===== src/rtl/spi_master_multi_pkg.sv =====
// Shared definitions for the multi-mode SPI master: ctrl/status register layout,
// FSM state encoding and the decoded per-frame mode bits.
package spi_master_multi_pkg;

    localparam int CTRL_WIDTH_LSB = 0;
    localparam int CTRL_WIDTH_W   = 6;
    localparam int CTRL_DIV_LSB   = 8;
    localparam int CTRL_CPOL      = 16;
    localparam int CTRL_CPHA      = 17;
    localparam int CTRL_CS_LSB    = 18;
    localparam int CTRL_CS_W      = 3;
    localparam int CTRL_HOLD      = 21;
    localparam int CTRL_LSB_FIRST = 22;

    localparam int STAT_DONE = 0;
    localparam int STAT_BUSY = 1;

    typedef enum logic [2:0] {
        ST_IDLE,
        ST_SETUP,
        ST_LEAD,
        ST_TRAIL,
        ST_TAIL
    } state_t;

    typedef struct packed {
        logic                 cpol;
        logic                 cpha;
        logic [CTRL_CS_W-1:0] cs_sel;
        logic                 hold_cs;
        logic                 lsb_first;
    } mode_t;

    function automatic mode_t decode_mode(input logic [31:0] c);
        mode_t m;
        m.cpol      = c[CTRL_CPOL];
        m.cpha      = c[CTRL_CPHA];
        m.cs_sel    = c[CTRL_CS_LSB +: CTRL_CS_W];
        m.hold_cs   = c[CTRL_HOLD];
        m.lsb_first = c[CTRL_LSB_FIRST];
        return m;
    endfunction

endpackage


===== src/rtl/spi_master_multi_if.sv =====
// CPU-side register bus of the SPI master: start strobe, control word, data in/out, status.
interface spi_master_multi_if #(
    parameter int MAX_WIDTH = 32
);
    logic                 start;
    logic [31:0]          ctrl_reg;
    logic [MAX_WIDTH-1:0] din;
    logic [MAX_WIDTH-1:0] dout;
    logic [31:0]          status_reg;

    modport master (output start, ctrl_reg, din, input dout, status_reg);
    modport slave  (input start, ctrl_reg, din, output dout, status_reg);
endinterface


===== src/rtl/spi_clk_gen.sv =====
// Half-period tick generator: after load, emits a 1-cycle tick every div cycles while en.
module spi_clk_gen #(
    parameter int DIV_WIDTH = 8
) (
    input  logic                 clk,
    input  logic                 reset,
    input  logic                 load,
    input  logic                 en,
    input  logic [DIV_WIDTH-1:0] div,
    output logic                 tick
);
    logic [DIV_WIDTH-1:0] cnt;

    // div is already sanitised to >= 1 by the caller
    assign tick = en && !load && (cnt == div - DIV_WIDTH'(1));

    always_ff @(posedge clk) begin
        if (reset || load) begin
            cnt <= '0;
        end else if (en) begin
            cnt <= tick ? '0 : cnt + DIV_WIDTH'(1);
        end
    end
endmodule


===== src/rtl/spi_master_multi.sv =====
// Memory-mapped SPI master with run-time CPOL/CPHA, bit order, frame width,
// chip select choice and CS hold across frames.
module spi_master_multi
    import spi_master_multi_pkg::*;
#(
    parameter int MAX_WIDTH = 32,
    parameter int NUM_CS    = 4,
    parameter int DIV_WIDTH = 8
) (
    input  logic              clk,
    input  logic              reset,
    spi_master_multi_if.slave bus,
    output logic              sclk,
    output logic              mosi,
    input  logic              miso,
    output logic [NUM_CS-1:0] cs_n
);
    localparam int CW = $clog2(MAX_WIDTH + 1);
    localparam int IW = (MAX_WIDTH > 1) ? $clog2(MAX_WIDTH) : 1;

    state_t               state, state_nxt;
    mode_t                mode, mode_new;
    logic [CW-1:0]        w_lat, bit_cnt, w_san;
    logic [DIV_WIDTH-1:0] d_lat, d_san;
    logic [MAX_WIDTH-1:0] tx_lat, rx;
    logic [NUM_CS-1:0]    cs_sel_n;
    logic [CTRL_WIDTH_W-1:0] w_raw;
    logic [DIV_WIDTH-1:0] d_raw;
    logic                 busy, done, tick, last_bit, accept;
    logic                 unused_ctrl;

    assign unused_ctrl = ^{bus.ctrl_reg[31:23], bus.ctrl_reg[7:6]};

    always_comb begin
        w_raw    = bus.ctrl_reg[CTRL_WIDTH_LSB +: CTRL_WIDTH_W];
        d_raw    = bus.ctrl_reg[CTRL_DIV_LSB +: DIV_WIDTH];
        mode_new = decode_mode(bus.ctrl_reg);
        if (w_raw == '0)                  w_san = CW'(1);
        else if (int'(w_raw) > MAX_WIDTH) w_san = CW'(MAX_WIDTH);
        else                              w_san = CW'(w_raw);
        d_san = (d_raw == '0) ? DIV_WIDTH'(1) : d_raw;
    end

    // Active-low one-hot of the latched select; out-of-range selects nothing
    always_comb begin
        cs_sel_n = '1;
        for (int i = 0; i < NUM_CS; i++)
            if (int'(mode.cs_sel) == i) cs_sel_n[i] = 1'b0;
    end

    // Frame bit k maps to data bit k (LSB first) or W-1-k (MSB first)
    function automatic logic [IW-1:0] bit_idx(input logic [CW-1:0] k);
        logic [CW-1:0] r;
        r = mode.lsb_first ? k : (w_lat - CW'(1) - k);
        return IW'(r);
    endfunction

    assign accept   = (state == ST_IDLE) && bus.start;
    assign last_bit = (bit_cnt == w_lat - CW'(1));

    spi_clk_gen #(.DIV_WIDTH(DIV_WIDTH)) u_clk_gen (
        .clk   (clk),
        .reset (reset),
        .load  (state == ST_SETUP),
        .en    (state == ST_LEAD || state == ST_TRAIL || state == ST_TAIL),
        .div   (d_lat),
        .tick  (tick)
    );

    always_ff @(posedge clk) begin
        if (reset) state <= ST_IDLE;
        else       state <= state_nxt;
    end

    always_comb begin
        state_nxt = state;
        case (state)
            ST_IDLE:  if (bus.start) state_nxt = ST_SETUP;
            ST_SETUP: state_nxt = ST_LEAD;
            ST_LEAD:  if (tick) state_nxt = ST_TRAIL;
            ST_TRAIL: if (tick) state_nxt = last_bit ? ST_TAIL : ST_LEAD;
            ST_TAIL:  if (tick) state_nxt = ST_IDLE;
            default:  state_nxt = ST_IDLE;
        endcase
    end

    always_ff @(posedge clk) begin
        if (reset) begin
            mode    <= '0;
            w_lat   <= CW'(1);
            d_lat   <= DIV_WIDTH'(1);
            tx_lat  <= '0;
            rx      <= '0;
            bit_cnt <= '0;
            busy    <= 1'b0;
            done    <= 1'b0;
            sclk    <= 1'b0;
            mosi    <= 1'b0;
            cs_n    <= '1;
        end else begin
            case (state)
                ST_IDLE: begin
                    sclk <= bus.ctrl_reg[CTRL_CPOL];
                    if (accept) begin
                        mode   <= mode_new;
                        w_lat  <= w_san;
                        d_lat  <= d_san;
                        tx_lat <= bus.din;
                        // a held CS that is not reselected drops out one cycle early
                        if (mode_new.cs_sel != mode.cs_sel) cs_n <= '1;
                    end
                end
                ST_SETUP: begin
                    busy    <= 1'b1;
                    done    <= 1'b0;
                    rx      <= '0;
                    bit_cnt <= '0;
                    cs_n    <= cs_sel_n;
                    if (!mode.cpha) mosi <= tx_lat[bit_idx('0)];
                end
                ST_LEAD: if (tick) begin
                    sclk <= ~mode.cpol;
                    if (mode.cpha) mosi <= tx_lat[bit_idx(bit_cnt)];
                    else           rx[bit_idx(bit_cnt)] <= miso;
                end
                ST_TRAIL: if (tick) begin
                    sclk <= mode.cpol;
                    if (mode.cpha)      rx[bit_idx(bit_cnt)] <= miso;
                    else if (!last_bit) mosi <= tx_lat[bit_idx(bit_cnt + CW'(1))];
                    if (!last_bit) bit_cnt <= bit_cnt + CW'(1);
                end
                ST_TAIL: if (tick) begin
                    busy <= 1'b0;
                    done <= 1'b1;
                    if (!mode.hold_cs) cs_n <= '1;
                end
                default: ;
            endcase
        end
    end

    always_comb begin
        bus.status_reg            = '0;
        bus.status_reg[STAT_DONE] = done;
        bus.status_reg[STAT_BUSY] = busy;
    end

    assign bus.dout = rx;
endmodule

===== src/flat_wrapper.sv =====
// flat-port wrapper written by rule: the top's interface ports become plain ports
module spi_master_multi_flat import spi_master_multi_pkg::*;
#(
    parameter int MAX_WIDTH = 32,
    parameter int NUM_CS    = 4,
    parameter int DIV_WIDTH = 8
)
  (clk, reset, sclk, mosi, miso, cs_n, bus_start, bus_ctrl_reg, bus_din, bus_dout, bus_status_reg);
  spi_master_multi_if #(.MAX_WIDTH(MAX_WIDTH)) bus_i ();
  input  logic clk;
  input  logic reset;
  output logic sclk;
  output logic mosi;
  input  logic miso;
  output logic [NUM_CS-1:0] cs_n;
  input wire logic [$bits(bus_i.start)-1:0] bus_start;
  input wire logic [$bits(bus_i.ctrl_reg)-1:0] bus_ctrl_reg;
  input wire logic [$bits(bus_i.din)-1:0] bus_din;
  output wire logic [$bits(bus_i.dout)-1:0] bus_dout;
  output wire logic [$bits(bus_i.status_reg)-1:0] bus_status_reg;
  assign bus_i.start = bus_start;
  assign bus_i.ctrl_reg = bus_ctrl_reg;
  assign bus_i.din = bus_din;
  assign bus_dout = bus_i.dout;
  assign bus_status_reg = bus_i.status_reg;
  spi_master_multi #(.MAX_WIDTH(MAX_WIDTH), .NUM_CS(NUM_CS), .DIV_WIDTH(DIV_WIDTH)) u_core (.clk(clk), .reset(reset), .bus(bus_i), .sclk(sclk), .mosi(mosi), .miso(miso), .cs_n(cs_n));
endmodule

===== config.mk =====
export PLATFORM = sky130hd
export DESIGN_NAME = spi_master_multi_flat
export DESIGN_NICKNAME = d
export VERILOG_FILES = /design/src/rtl/spi_master_multi_pkg.sv /design/src/rtl/spi_master_multi_if.sv /design/src/rtl/spi_clk_gen.sv /design/src/rtl/spi_master_multi.sv /design/src/flat_wrapper.sv
export SDC_FILE = /design/constraint.sdc
export NUM_CORES = 1
export LEC_CHECK = 0
export BUFFER_PORTS_ARGS = -buffer_cell sky130_fd_sc_hd__buf_2
export CORE_MARGIN = 10
export CORE_UTILIZATION = 50
export DETAILED_ROUTE_END_ITERATION = 16
export PLACE_DENSITY = 0.75
export RECOVER_POWER = 25
export SYNTH_ARGS = -nofsm -noshare
export SYNTH_HDL_FRONTEND = slang
export SYNTH_SLANG_ARGS = --single-unit

===== constraint.sdc =====
create_clock -name clk -period 3.9 [get_ports clk]
set_input_delay 0.39 -clock clk [delete_from_list [all_inputs] [get_ports clk]]
set_output_delay 0.39 -clock clk [all_outputs]
set_load 0.02 [all_outputs]

---- After elaboration in Yosys (flattened, before gate mapping) ----
Cells that the tools add are included.
Widths: inputs -> output; s select.
word-level totals
  bits in registers ....................... 110
  input bits .............................. 68
  output and inout port bits .............. 70
  logic and storage cells ................. 130
cells by class
  add/sub/neg operators ................... 6
  $lt $le $gt $ge ......................... 5
  equal/unequal tests ..................... 23
  multiplexer cells ....................... 53
  bitwise operators ....................... 1
  reductions and logical operators ........ 25
operators by type and width
  kind                 number
  $mux 32              4
  $pmux 32 s3          1
  $bwmux 32            1
  $mux 6               4
  $ne 2x2->1 const B   10
  $lt 5x6->1 const B   3
  $mux 1               18
  $mux 4               4
  $mux 8               2
  $bmux 1 s5           3
  $mux 3               5
  $mux 5               3
  $pmux 3 s5           1
  $pmux 4 s3           1
  $pmux 6 s2           1
  $reduce_and 5->1     2
  $sub 5x5->5          2
  $eq 3x2->1 const B   3
  $eq 3x3->1 const B   3
  $reduce_bool 3->1    3
  $add 8x1->8 const B  1
  $eq 8x8->1           1
  $logic_not 8->1      1
  $sub 8x1->8 const B  1
  other kinds (22)     35

---- Longest topological paths before layout ----
Gate-level depths: netlist of the first run.
  depth after elaboration ................. 11
  depth in mapped cells ................... 15
  mapped depth without buffers ............ 14

---- Modules after synthesis ----
From an unflattened synthesis of the first run, not the netlist that was laid out.
second synthesis, totals
  cells, all modules ...................... 869
  area, all modules ....................... 6,682.7 um^2
modules (own cells, without submodules)
  module            instances  cells each  area each (um^2)
  spi_master_multi  1          799         6,058.3
  spi_clk_gen       1          70          624.3

---- Least setup slack after synthesis of the first run ----
No wires, ideal clock.
  kind .................................... register to register
  start point ............................. reg u_core.w_lat[0]
  end point ............................... reg u_core.mosi
  library setup time ...................... 0.120 ns
  arrival time ............................ 3.568 ns
  data required time ...................... 3.780 ns
  slack ................................... 0.212 ns
  stages on the path, launching flop included .. 15
  period minus slack after synthesis ...... 3.688 ns
  path through ............................ dfxtp_1 inv_1 ha_1 xnor2_1 clkinv_1 ha_1 nand2b_1 a21oi_1 xnor2_1 nor2_1 xor2_1 mux2_2 a221oi_1 o31ai_1 o31a_1
on the way
  cells in the longest elaborated chain, start to end .. 9
RTL lines
  element                       line                     text
  start: declaration            spi_master_multi.sv:23   logic [CW-1:0] w_lat, bit_cnt, w_san;
  start signal: assignment      spi_master_multi.sv:106  w_lat <= w_san;
  $sub 6x1->6 *                 spi_master_multi.sv:59   assign last_bit = (bit_cnt == w_lat - CW'(1));
  $sub 5x5->5                   spi_master_multi.sv:54   r = mode.lsb_first ? k : (w_lat - CW'(1) - k);
  $mux 5                        spi_master_multi.sv:54
  $bmux 1 s5                    spi_master_multi.sv:129  else if (!last_bit) mosi <= tx_lat[bit_idx(bit_cnt + CW'(1))];
  $mux 1 (implied by the code)  spi_master_multi.sv:129
  $mux 1                        spi_master_multi.sv:129
  $mux 1                        spi_master_multi.sv:128  if (mode.cpha) rx[bit_idx(bit_cnt)] <= miso;
  $mux 1                        spi_master_multi.sv:126  ST_TRAIL: if (tick) begin
  $pmux 1 s3                    spi_master_multi.sv:101  case (state)
  end signal: assignment        spi_master_multi.sv:119  if (!mode.cpha) mosi <= tx_lat[bit_idx('0)];
  end signal: assignment        spi_master_multi.sv:123  if (mode.cpha) mosi <= tx_lat[bit_idx(bit_cnt)];
  end signal: assignment        spi_master_multi.sv:129
  end: declaration              spi_master_multi.sv:14   output logic mosi,
Mark *: on every way between the ends. The rest lies on a longest branch, timed or not. The select of a mux whose other input is x is not followed.
A chain may end at the register's enable or synchronous reset.

---- Final worst setup path of the first run ----
Same ends and word-level chain as after synthesis.

==> impl_metrics.toml, run 1 <==
[detailed_routing]
routedWlPerCell_um = 16.1
drt_iter0_markers = 560
drc = 0
wl_um = 17500
firstDrtPassIters = 5
viasPerCell = 5.64
vias = 6128
antenna_left = 0

[clocking]
clkTransAtPathRegs_ps = 70
cts-root-buf = "clkbuf_16"
cts_tree = "done"
insertion_delay_ps = 360
cts_buffers = 9
htreeDepth = 3
clockBufferDepth = 2
cts_sinks = 110

[yosys]
synth-async-reset-ratio_pct = 0
synth-edff-count = 0
synth_top_family_by_area = "compound AO/OA/AOI/OAI gates"
ys.warnings.count = 0
ys_seq_elements = 110
synth_compound_area_share_pct = 23.7
synth-xor-area-share_pct = 4.91
synthSimpleGateAreaFrac_pct = 20.5
synth-main-ff-cell = "dfxtp_1"
seq_area_frac_synth_pct = 34.3
synthesis.area_mm2 = 0.00642
synth_cell_types = 62
synthMuxAreaShare_pct = 5.57
synth-adder-area-share_pct = 2.96
syn-mean-instance-area_um2 = 7.73
synthCells = 831

[worst_setup_path]
start_kind = "register"
max_stage_delay_ps = 380
cp_max_fo = 6
crit_buf_inv = 2
worstSetupEndpointType = "register"
worst_r2r_path_depth = 14
cpMaxStageDelayCell = "ha_1"
arrival_ps = 3920
critPathTopFamily = "compound AO/OA/AOI/OAI gates"
crit_required_ps = 4150
path_cells = "buf_4, nor3_1, xnor2_1, inv_1, ha_1, nor2_1, a21oi_1, xnor2_1, nor2_1, xor2_2, mux2_2, a221oi_1, o31ai_1, o31a_1"
path_class = "register to register"
cp.depth = 14

[grt]
gr-usage-all-layers_pct = 19.1
overflow = 0
grt_pass1_vias = 5778
grt_max_degree = 52
grt_pass1_wl_um = 28900
antenna_found_initial = 0

[floorplanning]
die_h_um = 133
rows = 41
die_area_mm2 = 0.0178
start_util_pct = 50.9
core_mm2 = 0.0126
ios = 138
die_w_um = 133

[finish]
drive_gt1_share_pct = 13.5
fin_nets = 991
instances_no_fill = 1086
final_core_util_pct = 57.3
n_antenna_cell = 0
syn2layout_area_growth_pct = 12.5

[sta]
post-route-min-period_ps = 3670
fmax_mhz = 272
fin_ws_ps = 228
setup_viol = 0
timing.final.crit_share_pct = 94.1
grt_setup_unrepaired = "false"
timing.slew.headroom_pct = 36.3
drv_slew = 0
hold_violations = 0
tightest_slew_ps = 956
skew_ps = 11.7
fin_setup_tns_ps = 0

[status]
status = "finished clean"

[power_and_ir_drop]
peakVddDrop_mv = 0.325
p_leak_nw = 2.76
power_density_mw_per_mm2 = 403

[place]
dpl.cell_count = 1070
port_buffers = 96
dpl_worst_slack_ps = 213
place_congestion = 0.897
dp_hpwl_um = 12700

[min_path]
min_path_cells = 3
hp-class = "primary input to register"

[job]
maxCapViolCount = 0
-- Yosys cell counts, types with 8 or more instances --
| master | instances | area (um^2) |
|---|---|---|
| nor2b_1 | 8 | 50.1 |
| nand4_1 | 8 | 50.1 |
| clkbuf_1 | 42 | 158 |
| buf_4 | 32 | 240 |
| nand2b_1 | 11 | 68.8 |
| nand2_1 | 157 | 589 |
| o21ai_0 | 44 | 220 |
| dfxtp_1 | 110 | 2200 |
| a21boi_0 | 32 | 240 |
| xor2_1 | 18 | 158 |
| a21oi_1 | 110 | 551 |
| o22ai_1 | 18 | 113 |
| ha_1 | 12 | 150 |
| mux2i_1 | 11 | 110 |
| nor3_1 | 18 | 90.1 |
| nor2_1 | 51 | 191 |
| xnor2_1 | 18 | 158 |
| a31oi_1 | 8 | 50.1 |
| inv_1 | 25 | 93.8 |
| mux4_2 | 9 | 203 |
-- area by class of cell --
| type | instances | area [um^2] |
|---|---|---|
| Clock buffer | 11 | 243 |
| Multi-Input combinational cell | 647 | 3840 |
| Sequential cell | 110 | 2200 |
| Tap cell | 172 | 215 |
| Clock inverter | 5 | 51.3 |
| Timing Repair Buffer | 115 | 577 |
| Inverter | 26 | 97.6 |
| Fill cell | 1227 | 5390 |
-- logic make-up (layout without fill, tap and decap cells) --
family / count (synthesis) / in the layout
fa+ha+maj: 14 / 14
mux: 24 / 24
compound gates: 250 / 250
xor+xnor: 36 / 36
buf+inv: 103 / 157
flops: 110 / 110
simple gates: 293 / 293
other cells: 1 / 30
-- timing repair --
action,CTS,global route
resized for setup,0,8
setup endpoints to repair,0,25
setup buffers,0,0
hold buffers,0,0
-- tightest hold or removal path: stages --
cell     delay, ps
buf_2           90
nand2_1         40
a21oi_1         50
-- registers in the layout, indices dropped and copies added, names as in the netlist, 3 cells and up --
signal	flops
u_core.bus.dout	32
u_core.bit_cnt	6
u_core.tx_lat	32
u_core.d_lat	8
u_core.w_lat	6
u_core.cs_n	4
u_core.state	3
u_core.mode	7
u_core.u_clk_gen.cnt	8
-- power by group --
part / switching (mW) / internal (mW) / total, mW
logic: 0.474 / 0.302 / 0.776
registers: 0.0570 / 1.17 / 1.22
clock network: 0.449 / 0.465 / 0.914
-- placed cells by master, fill, tap and decap left out, types with 18 or more instances in the layout --
| cell | count |
|---|---|
| dfxtp_1 | 110 |
| o21ai_0 | 44 |
| a21oi_1 | 110 |
| o22ai_1 | 18 |
| nand2_1 | 157 |
| conb_1 | 30 |
| xnor2_1 | 18 |
| buf_2 | 59 |
| inv_1 | 25 |
| a21boi_0 | 32 |
| buf_4 | 19 |
| nor2_1 | 47 |
| clkbuf_1 | 38 |
-- layer usage --
| layer | track usage [%] | part of all wire [%] |
|---|---|---|
| met5 | 0 | 0 |
| met4 | 4.11 | 1.3 |
| met3 | 5.60 | 7.7 |
| met2 | 30.8 | 47 |
| met1 | 24.6 | 44 |
-- path summary, 6_finish.rpt --
kind                                                   start                             end  slack [ps]
worst max-delay path            u_core.w_lat[0]$_SDFFE_PP1P_        u_core.mosi$_SDFFE_PP0P_         230
worst min-delay path                             bus_din[15]  u_core.tx_lat[15]$_SDFFE_PP0P_         260
worst max register to register  u_core.w_lat[0]$_SDFFE_PP1P_        u_core.mosi$_SDFFE_PP0P_         230
worst min register to register      u_core.done$_SDFFE_PP0P_        u_core.done$_SDFFE_PP0P_         460
-- per-stage QoR --
stage / cell area, um^2 / power, mW / hold WS, ps
finish: 7230 / 2.92 / 259
CTS: 7250 / 2.91 / 257
detailed placement: 6960 / 2.00 / 454
global placement: 6960 / 1.99 / 443
global route: 7230 / 3.08 / 253
floorplan: 6530 / 1.81 / 436
Power figures use the tool's default switching activity.
==> run 2: changes to the inputs <==
Settings changed: ABC_AREA set to 1, CORE_UTILIZATION 50 to 51, PLACE_DENSITY 0.75 to 0.76.
==> impl_metrics.toml, run 2 <==
[clocking]
cts_sinks = 110
htreeDepth = 3
clkTransAtPathRegs_ps = 70
clockBufferDepth = 2
cts_tree = "done"
cts_hold_buf = 0
ctsResizeCount = 0
cts-root-buf = "clkbuf_16"
cts_buffers = 9
post_cts_buffers = 0
insertion_delay_ps = 360

[finish]
final_cell_mix = "344 x nand2_1, 115 x inv_1, 110 x dfxtp_1"
mostFrequentLayoutCell = "nand2_1"
stdcell_area_mm2 = 0.00764
final_core_util_pct = 57.4
instances_no_fill = 1369
fillers = 1371
fin_nets = 1270
n_antenna_cell = 0
syn2layout_area_growth_pct = 9.92
drive_gt1_share_pct = 8.55

[min_path]
hp-class = "primary input to register"
hp-start = "bus_din[14]"
min_path_cells = 3

[yosys]
synth-edff-count = 0
synthesis.area_mm2 = 0.00695
synth.largest_area_cell = "dfxtp_1"
synth-async-reset-ratio_pct = 0
netlist.area_leader.share_pct = 31.7
ys_seq_elements = 110
synth_cell_types = 34
synth-main-ff-cell = "dfxtp_1"
ys_top_cells_by_count = "344 x nand2_1, 115 x inv_1, 110 x dfxtp_1"
ys.warnings.count = 0
synthTopCellsByArea = "dfxtp_1 32%, nand2_1 19%, a21oi_1 7.9%"
yosysMostFrequentCell = "nand2_1"
synthCells = 1119
syn-mean-instance-area_um2 = 6.21
seq_area_frac_synth_pct = 31.7

[floorplanning]
die_w_um = 137
rows = 42
ios = 138
die_area_mm2 = 0.0187
core_mm2 = 0.0133
die_h_um = 137
start_util_pct = 52.2

[sta]
drv_slew = 0
timing.final.crit_share_pct = 82.4
fmax_mhz = 311
hold_violations = 0
post-route-min-period_ps = 3210
tightest_slew_ps = 1040
setup_viol = 0
hold-worst-slack_ps = 242
grt_setup_unrepaired = "false"
fin_ws_ps = 686
skew_ps = 6.07
timing.slew.headroom_pct = 30.5
fin_setup_tns_ps = 0

[grt]
gr-usage-all-layers_pct = 20.5
antenna_found_initial = 0
grt_max_degree = 66
overflow = 0
grt_pass1_wl_um = 31700
grt_pass1_vias = 6644

[worst_setup_path]
worstSetupEndpointType = "register"
path_common_cell = "nand2_1"
max_stage_delay_ps = 450
crit_buf_inv = 2
crit_path_start = "u_core.w_lat[0]$_SDFFE_PP1P_"
cpMaxStageDelayCell = "dfxtp_1"
start_kind = "register"
rr_startpoint = "u_core.w_lat[0]$_SDFFE_PP1P_"
cp_max_fo = 17
path_cells = "inv_1, ha_1, xor2_1, ha_1, nand2_1, o21ai_0, inv_1, nand3_1, nand3_1, nand2_1, nand4_1, nand2_1, nand2_1, nand2_1, a21oi_1"
critPathTopFamily = "simple AND/OR/NAND/NOR gates"
crit_required_ps = 4130
arrival_ps = 3440
worst_r2r_path_depth = 15
path_class = "register to register"
cp.depth = 15

[place]
dpl_worst_slack_ps = 732
port_buffers = 96
place_congestion = 0.910
dp_hpwl_um = 14200
dpl_cell_area_mm2 = 0.00741
dpl.cell_count = 1353

[power_and_ir_drop]
p_leak_nw = 3.60
peakVddDrop_mv = 0.421
power_density_mw_per_mm2 = 691
finalPower_mw = 5.28

[detailed_routing]
wl_um = 19300
routedWlPerCell_um = 14.1
vias = 7130
firstDrtPassIters = 5
drc = 0
drt_iter0_markers = 687
viasPerCell = 5.21
antenna_left = 0

[status]
status = "finished clean"

[job]
maxCapViolCount = 0
-- run 2: cell type report --
type	count	area, um^2	area share [%]
multi-input cells	832	3930	51.4
repair buffers	112	554	7.26
clock buffers	13	250	3.28
well taps	176	220	2.88
clock inverters	3	20.0	0.262
flip-flops and latches	110	2200	28.8
inverters	123	462	6.05
-- run 2: worst paths after layout --
path | to | slack, ps
min reg2reg | u_core.bus.dout[7]$_SDFFE_PP0P_ | 460
min | u_core.tx_lat[14]$_SDFFE_PP0P_ | 240
max reg2reg | u_core.bus.dout[29]$_SDFFE_PP0P_ | 690
max | u_core.bus.dout[29]$_SDFFE_PP0P_ | 690
-- run 2: worst reg2reg max path, cell delays in order, from the launching register on --
cell,delay (ps)
dfxtp_1,450
inv_1,90
ha_1,260
xor2_1,210
ha_1,390
nand2_1,80
o21ai_0,330
inv_1,100
nand3_1,100
nand3_1,80
nand2_1,450
nand4_1,210
nand2_1,100
nand2_1,60
nand2_1,90
a21oi_1,60
-- run 2: cells by family after synthesis --
family          Yosys count  synth area share (%)
flops                   110                  31.7
compound gates          208                  15.5
fa+ha+maj                14                  2.74
simple gates            559                  34.0
other cells               1                0.0540
xor+xnor                 21                  2.65
buf+inv                 206                  13.3
-- run 2: report_power, final --
group | leakage (nW) | total, mW | switching (mW) | internal, mW
registers | 0.899 | 1.48 | 0.163 | 1.32
logic | 2.57 | 2.92 | 2.02 | 0.901
clock network | 0.126 | 0.878 | 0.427 | 0.451
total | 3.60 | 5.28 | 2.61 | 2.67
-- run 2: layer usage --
| metal | vias up | track usage, % | routed length, um |
|---|---|---|---|
| met3 | 24 | 5.13 | 1490 |
| met2 | 240 | 32.9 | 8690 |
| met1 | 3176 | 26.7 | 8780 |
| li1 | 3690 | - | - |
| met5 | - | 0 | 0 |
| met4 | 0 | 5.44 | 312 |
==> run 3: changes to the inputs <==
Settings changed: CORE_UTILIZATION 51 to 55, PLACE_DENSITY 0.76 to 0.78.
Clock period 3.9 ns to 3.1 ns, I/O delays scaled along.
==> impl_metrics.toml, run 3 (synthesis gave the netlist of run 2 again) <==
[clocking]
cts_tree = "done"
clockBufferDepth = 2
cts_buffers = 9
cts-root-buf = "clkbuf_16"
post_cts_buffers = 0
cts_hold_buf = 0
ctsResizeCount = 0
clkTransAtPathRegs_ps = 70
insertion_delay_ps = 360
cts_sinks = 110
htreeDepth = 3

[place]
port_buffers = 96
dpl_worst_slack_ps = 207
place_congestion = 0.983
dp_hpwl_um = 13800

[grt]
grt_max_degree = 52
antenna_found_initial = 0
grt_pass1_vias = 6628
gr-usage-all-layers_pct = 21.2
overflow = 0
grt_pass1_wl_um = 31900

[worst_setup_path]
path_common_cell = "nand2_1"
crit_buf_inv = 3
reg2reg_setup_slack_ps = 300
rr_startpoint = "u_core.w_lat[0]$_SDFFE_PP1P_"
critPathTopFamily = "adder cells"
worstSetupEndpointType = "register"
path_class = "register to register"
arrival_ps = 3030
start_kind = "register"
path_cells = "inv_1, ha_1, fa_1, o21ai_0, inv_1, nand2_1, nand3_1, nand2_1, buf_12, nand4_1, nand2_1, nand2_1, nand2_1, a21oi_1"
worstReg2RegEnd = "u_core.bus.dout[9]$_SDFFE_PP0P_"
worst_r2r_path_depth = 14
cp_max_fo = 17
max_stage_delay_ps = 470
cpMaxStageDelayCell = "fa_1"
crit_required_ps = 3320

[job]
maxCapViolCount = 0

[detailed_routing]
viasPerCell = 5.28
wl_met3_um = 1670
highest_layer = "met4"
drt-met1-wl_um = 8660
wl_um = 19000
drt_iter0_markers = 690
firstDrtPassIters = 5
drc = 0
routedWlPerCell_um = 13.9
dr_wl_met2_um = 8450
antenna_left = 0
vias = 7246

[finish]
final_cell_mix = "344 x nand2_1, 115 x inv_1, 110 x dfxtp_1"
fin_nets = 1282
mostFrequentLayoutCell = "nand2_1"
multi_input_area_mm2 = 0.00393
syn2layout_area_growth_pct = 12.5
drive_gt1_share_pct = 9.71
n_antenna_cell = 0
register_area_mm2 = 0.00220
fillers = 1217

[floorplanning]
rows = 40
die_h_um = 132
die_w_um = 132
core_mm2 = 0.0122
ios = 138
die_area_mm2 = 0.0175
start_util_pct = 56.9

[status]
status = "finished clean"

[sta]
fmax_mhz = 357
timing.slew.headroom_pct = 58.5
fin_ws_ps = 298
tightest_slew_ps = 616
post-route-min-period_ps = 2800
grt_setup_unrepaired = "false"
skew_ps = 5.38
setup_viol = 0
drv_slew = 0
hold_violations = 0
fin_setup_tns_ps = 0
timing.final.crit_share_pct = 90.4

[min_path]
hp-start = "bus_din[14]"
whs_endpoint = "u_core.tx_lat[14]$_SDFFE_PP0P_"
hp-class = "primary input to register"
min_path_cells = 3

[power_and_ir_drop]
power_density_mw_per_mm2 = 892
peakVddDrop_mv = 0.429
p_leak_nw = 3.70
[run 3: cell count changes in the layout (fill, tap and decap cells not counted), sizes merged]
cell | before | now
clkbuf | 50 | 51
bufinv | 0 | 1
buf | 75 | 87
clkinvlp | 2 | 0
[run 3: metrics by stage]
| stage | instance area (um^2) | total power [mW] | hold WS [ps] | util [%] | instances |
|---|---|---|---|---|---|
| 2_1_floorplan | 7060 | 4.67 | 429 | - | 1148 |
| 3_3_place_gp | 7540 | 5.64 | 437 | 61.8 | 1357 |
| 3_5_place_dp | 7540 | 5.69 | 441 | 61.8 | 1357 |
| 4_1_cts | 7860 | 6.93 | 172 | 64.3 | 1373 |
| 5_1_grt | 7820 | 7.60 | 205 | 64.0 | 1373 |
| 6_report | 7820 | 6.97 | 174 | 64.0 | 1373 |
[run 3: worst register-to-register path, stage by stage (launching register included)]
cell     delay [ps]
dfxtp_1         450
inv_1            90
ha_1            390
fa_1            470
o21ai_0         330
inv_1           100
nand2_1          80
nand3_1          60
nand2_1         150
buf_12          160
nand4_1         130
nand2_1          90
nand2_1          50
nand2_1          70
a21oi_1          50
[run 3: worst max path at each step]
| stage | start | end | slack [ps] | cells after the start |
|---|---|---|---|---|
| final | u_core.w_lat[0]$_SDFFE_PP1P_ | u_core.bus.dout[9]$_SDFFE_PP0P_ | 300 | 14 |
| after global routing | u_core.w_lat[0]$_SDFFE_PP1P_ | u_core.mosi$_SDFFE_PP0P_ | 20 | 17 |
| after CTS | u_core.w_lat[0]$_SDFFE_PP1P_ | u_core.mosi$_SDFFE_PP0P_ | 180 | 17 |
| after global placement | u_core.w_lat[0]$_SDFFE_PP1P_ | u_core.mosi$_SDFFE_PP0P_ | 230 | 17 |
| after floorplan | u_core.w_lat[0]$_SDFFE_PP1P_ | u_core.bus.dout[14]$_SDFFE_PP0P_ | 460 | 13 |
| after detailed placement | u_core.w_lat[0]$_SDFFE_PP1P_ | u_core.mosi$_SDFFE_PP0P_ | 210 | 17 |
[run 3: metal layers]
metal	track usage, %	vias up
li1	-	3714
met1	28.1	3234
met2	33.1	277
met3	5.49	21
met4	6.17	0
met5	0	-
[run 3: area by class of cell]
type                    count  share of cell area, %
multi-input cells         832                   50.3
flip-flops and latches    110                   28.2
repair buffers            124                   8.89
inverters                 123                   5.91
clock buffers              14                   3.51
well taps                 168                   2.69
clock inverters             2                  0.496
[run 3: power breakdown]
part           switching (mW)  leakage (nW)  internal (mW)
Clock                   0.521         0.153          0.695
Sequential              0.190         0.899           1.66
Combinational            2.60          2.65           1.31
